==> src/rtl/fetch_sequencer.sv <==
// Instruction fetch stage: owns the PC, drives instruction memory and registers the IF/ID word.
// Optional performance counters are enabled with `define FETCH_PERF_COUNT_EN.
module fetch_sequencer #(
   parameter logic [31:0] RESET_PC      = 32'h0000_0000,
   parameter int          ADDR_IDX_BITS = 10
) (
   input  logic        Clk,
   input  logic        Reset,
   output logic [31:0] IMemAddress,
   input  logic [31:0] IMemInstruction,
   input  logic        Stall,
   input  logic        Redirect,
   input  logic [31:0] RedirectTarget,
   output logic        OutValid,
   output logic [31:0] OutInstruction,
   output logic [31:0] OutPC,
   output logic [31:0] OutPCPlus4,
   output logic [31:0] FetchCount,
   output logic [31:0] StallCount
);

   // Word-aligned and confined to the instruction memory's byte range.
   localparam logic [31:0] PC_MASK =
      32'(((64'd1) << (ADDR_IDX_BITS + 2)) - 64'd1) & ~32'h0000_0003;

   typedef enum logic [1:0] {
      S_START = 2'd0,
      S_EMPTY = 2'd1,
      S_VALID = 2'd2
   } state_t;

   state_t      state_q, state_d;
   logic [31:0] pc_q, pc_d;
   logic        valid_q, valid_d;
   logic [31:0] instr_q, instr_d;
   logic [31:0] out_pc_q, out_pc_d;
   logic [31:0] out_pc4_q, out_pc4_d;
   logic [31:0] pc_plus4;
   logic        capture;

   assign pc_plus4 = (pc_q + 32'd4) & PC_MASK;

   always_comb begin
      state_d   = state_q;
      pc_d      = pc_q;
      valid_d   = valid_q;
      instr_d   = instr_q;
      out_pc_d  = out_pc_q;
      out_pc4_d = out_pc4_q;
      capture   = 1'b0;
      case (state_q)
         S_START: begin
            state_d = S_EMPTY;
            valid_d = 1'b0;
            if (Redirect) begin
               pc_d = RedirectTarget & PC_MASK;
            end
         end
         S_EMPTY, S_VALID: begin
            if (Redirect) begin
               pc_d    = RedirectTarget & PC_MASK;
               valid_d = 1'b0;
               state_d = S_EMPTY;
            end else if (!Stall) begin
               capture   = 1'b1;
               instr_d   = IMemInstruction;
               out_pc_d  = pc_q;
               out_pc4_d = pc_plus4;
               valid_d   = 1'b1;
               pc_d      = pc_plus4;
               state_d   = S_VALID;
            end
         end
         default: begin
            state_d = S_START;
            valid_d = 1'b0;
         end
      endcase
   end

   always_ff @(posedge Clk) begin
      if (!Reset) begin
         state_q   <= S_START;
         pc_q      <= RESET_PC;
         valid_q   <= 1'b0;
         instr_q   <= 32'd0;
         out_pc_q  <= 32'd0;
         out_pc4_q <= 32'd0;
      end else begin
         state_q   <= state_d;
         pc_q      <= pc_d;
         valid_q   <= valid_d;
         instr_q   <= instr_d;
         out_pc_q  <= out_pc_d;
         out_pc4_q <= out_pc4_d;
      end
   end

`ifdef FETCH_PERF_COUNT_EN
   logic [31:0] fetch_cnt_q, fetch_cnt_d;
   logic [31:0] stall_cnt_q, stall_cnt_d;

   always_comb begin
      fetch_cnt_d = fetch_cnt_q;
      stall_cnt_d = stall_cnt_q;
      if (capture && (fetch_cnt_q != 32'hFFFF_FFFF)) begin
         fetch_cnt_d = fetch_cnt_q + 32'd1;
      end
      if ((state_q == S_VALID) && Stall && !Redirect && (stall_cnt_q != 32'hFFFF_FFFF)) begin
         stall_cnt_d = stall_cnt_q + 32'd1;
      end
   end

   always_ff @(posedge Clk) begin
      if (!Reset) begin
         fetch_cnt_q <= 32'd0;
         stall_cnt_q <= 32'd0;
      end else begin
         fetch_cnt_q <= fetch_cnt_d;
         stall_cnt_q <= stall_cnt_d;
      end
   end

   assign FetchCount = fetch_cnt_q;
   assign StallCount = stall_cnt_q;
`else
   assign FetchCount = 32'd0;
   assign StallCount = 32'd0;
`endif

   assign IMemAddress    = pc_q;
   assign OutValid       = valid_q;
   assign OutInstruction = instr_q;
   assign OutPC          = out_pc_q;
   assign OutPCPlus4     = out_pc4_q;

endmodule

==> config.mk <==
export PLATFORM = sky130hd
export DESIGN_NAME = fetch_sequencer
export DESIGN_NICKNAME = d
export VERILOG_FILES = /design/src/rtl/fetch_sequencer.sv
export SDC_FILE = /design/constraint.sdc
export NUM_CORES = 1
export LEC_CHECK = 0
export ABC_AREA = 0
export BUFFER_PORTS_ARGS = -buffer_cell sky130_fd_sc_hd__buf_4
export CAP_MARGIN = 10
export CORE_MARGIN = 3
export CORE_UTILIZATION = 40
export CTS_BUF_LIST = sky130_fd_sc_hd__clkbuf_16
export CTS_CLUSTER_SIZE = 14
export DETAILED_ROUTE_END_ITERATION = 8
export PLACE_DENSITY_LB_ADDON = 0.1
export SLEW_MARGIN = 10
export SYNTH_ARGS = -nofsm -noshare
export SYNTH_HDL_FRONTEND = slang
export SYNTH_SLANG_ARGS = --single-unit
==> constraint.sdc <==
create_clock -name Clk -period 4.95 [get_ports Clk]
set_input_delay 0.99 -clock Clk [delete_from_list [all_inputs] [get_ports Clk]]
set_output_delay 0.99 -clock Clk [all_outputs]
set_load 0.02 [all_outputs]
==> results.json <==
{
  "outcome": "finished clean",
  "fin_area_mm2": 0.00426,
  "crit_fanout": 30,
  "period_share_pct": 53.9,
  "yosys_warnings": 0,
  "holdCritStartpoint": "OutPC[10]",
  "overflow": 0,
  "rows": 33,
  "io_buffers": 108,
  "p_per_area_mw_per_mm2": 360,
  "final_nets": 632,
  "cp.required_ps": 5180,
  "synth.area.top_cells": "dfxtp_1, buf_4, nand2_1",
  "start_util_pct": 42.5,
  "drive_gt1_share_pct": 23.3,
  "rr_startpoint": "state_q[0]",
  "final_common_cell": "conb_1",
  "synthCells": 462,
  "n_antenna_cell": 0,
  "dpl.hpwl_um": 6210,
  "drt_pass1_iterations": 4,
  "grt_pass1_vias": 2504,
  "postCtsSetupRepairBufs": 0,
  "drt-total-wl_um": 8380,
  "min_to": "OutPC[10]",
  "wl_met1_um": 3500,
  "insertion_delay_ps": 320,
  "seq_area_frac_synth_pct": 36.2,
  "grt_first_pass_wirelength_um": 12400,
  "place_congestion": 0.763,
  "cts_root_buf": "clkbuf_16",
  "irDropWorstVdd_mv": 0.171,
  "arrival_ps": 2900,
  "dp.cells": 655,
  "hold_viol": 0,
  "antenna_found_initial": 0,
  "fmax_mhz": 375,
  "period_needed_ps": 2670,
  "cts_max_path_buffers": 2,
  "ys_ff_latch": 65,
  "coreArea_mm2": 0.00846,
  "post_drt_wl_per_cell_um": 12.5,
  "p_leak_nw": 1.96,
  "antenna_left": 0,
  "final_max_slew_viol_count": 0,
  "hold-worst-slack_ps": 454,
  "timing.slew.headroom_pct": 56.7,
  "wl_met3_um": 929,
  "hold_depth": 2,
  "vias": 2861,
  "cts_tree": "built",
  "topRoutingLayerUsed": "met4",
  "cp-start-kind": "primary input",
  "rrSetupSlack_ps": 2320,
  "placed_area_mm2": 0.00397,
  "h-tree-depth": 3,
  "drt-vias-per-instance": 4.26,
  "mostFrequentLayoutCells": "conb_1, buf_4, nand2_1",
  "setup_violations": 0,
  "ctsResizeCount": 0,
  "synth.largest_area_cell": "dfxtp_1",
  "setup_tns_ps": 0,
  "yosysTopAreaCellShare_pct": 36.2,
  "die_x_um": 101,
  "r2r-end": "OutPCPlus4[6]",
  "dieArea_mm2": 0.0102,
  "reg2reg_depth": 7,
  "wl_met2_um": 3890,
  "avgSynthCellArea_um2": 7.79,
  "finalClockSkew_ps": 4.63,
  "drt_iter0_markers": 120,
  "holdBufCountCts": 0,
  "chipHeight_um": 101,
  "maxCapViolCount": 0,
  "clkSlewWorstSetupHoldPaths_ps": 60,
  "min_path_type": "reg2reg",
  "cts_sinks": 65,
  "grt_max_degree": 51,
  "p_total_w": 0.00153,
  "rsz0062_at_grt": "no",
  "drc": 0,
  "grt_util_all_layers_pct": 15.3,
  "synth.distinct_cells": 35,
  "syn2layout_area_growth_pct": 18.5,
  "cts_buffers": 9,
  "io_pins": 261,
  "worst_pin_slew_ps": 648,
  "instances_no_fill": 671,
  "crit_path_end_kind": "flip-flop",
  "crit_type": "in2reg",
  "synth_area_mm2": 0.00360
}
==> state kept, by name (all words and copies together), names as in the netlist <==
| register | count |
|---|---|
| OutInstruction | 32 |
| OutValid | 1 |
| OutPC | 10 |
| OutPCPlus4 | 10 |
| IMemAddress | 10 |
| state_q | 2 |
==> kinds of logic after synthesis <==
group | share of synthesized area [%]
multiplexers | 0.278
adder cells (fa/ha/maj) | 1.04
AND/OR/NAND/NOR | 16.5
flip-flops | 36.2
AO/OA/AOI/OAI | 13.4
other | 0.104
buffers and inverters | 30.8
XOR/XNOR | 1.70
==> worst max-delay path, stage by stage <==
cell and delay (ps):
buf_4 140, nand2b_1 400, nor2_4 630, buf_4 420, nor2_1 70, a211oi_1 220
==> stage by stage <==
stage / utilization [%] / setup slack [ps]
global placement: 46.9 / 1960
detailed placement: 46.9 / 1920
floorplan: - / 2890
global route: 50.3 / 2020
finish: 50.3 / 2280
CTS: 50.3 / 2260
==> synth_stat cells <==
cell type,n
nor4bb_1,1
or2_2,3
a211oi_1,6
nand3_1,6
dfxtp_1,65
xnor2_1,3
o31ai_1,1
buf_2,12
a311oi_1,2
clkinv_1,1
nor2_2,2
nand4_1,1
inv_1,5
nand2b_1,2
or3b_1,1
and2_1,6
ha_1,3
o21ai_0,13
nor3_1,5
o21bai_1,1
conb_1,1
o31a_1,2
buf_4,133
nor3b_1,1
clkbuf_1,7
mux2i_1,1
o21ai_1,2
nor2_1,11
nor4_1,2
a21oi_1,58
xor2_1,4
nor2b_1,1
o21ba_2,1
o22ai_1,2
nand2_1,97
==> final cells by class <==
class | count | area, um^2
Clock buffer | 9 | 225
Clock inverter | 7 | 70.1
Fill cell | 857 | 4200
Inverter | 6 | 22.5
Multi-Input combinational cell | 368 | 1680
Sequential cell | 65 | 1300
Tap cell | 105 | 131
Timing Repair Buffer | 111 | 833
==> routing by layer <==
layer	up-vias	track usage [%]
met1	1278	19.4
met2	133	24.5
met5	-	0
met4	0	3.42
li1	1443	-
met3	7	6.23
==> worst max-delay path by stage <==
stage / from / to / slack (ps)
floorplan: Stall / OutInstruction[10] / 2890
global placement: Redirect / OutPCPlus4[5] / 1960
detailed placement: Redirect / OutPCPlus4[6] / 1920
CTS: Redirect / OutPCPlus4[6] / 2260
global route: state_q[0] / OutPCPlus4[6] / 2020
finish: Redirect / OutPCPlus4[6] / 2280
==> power breakdown <==
part	internal [W]	switching [W]	total (W)
clock	0.000388	0.000228	0.000616
sequential	0.000555	0.0000350	0.000590
combinational	0.000103	0.000223	0.000326
total	0.00105	0.000486	0.00153
Power figures use the tool's default switching activity.
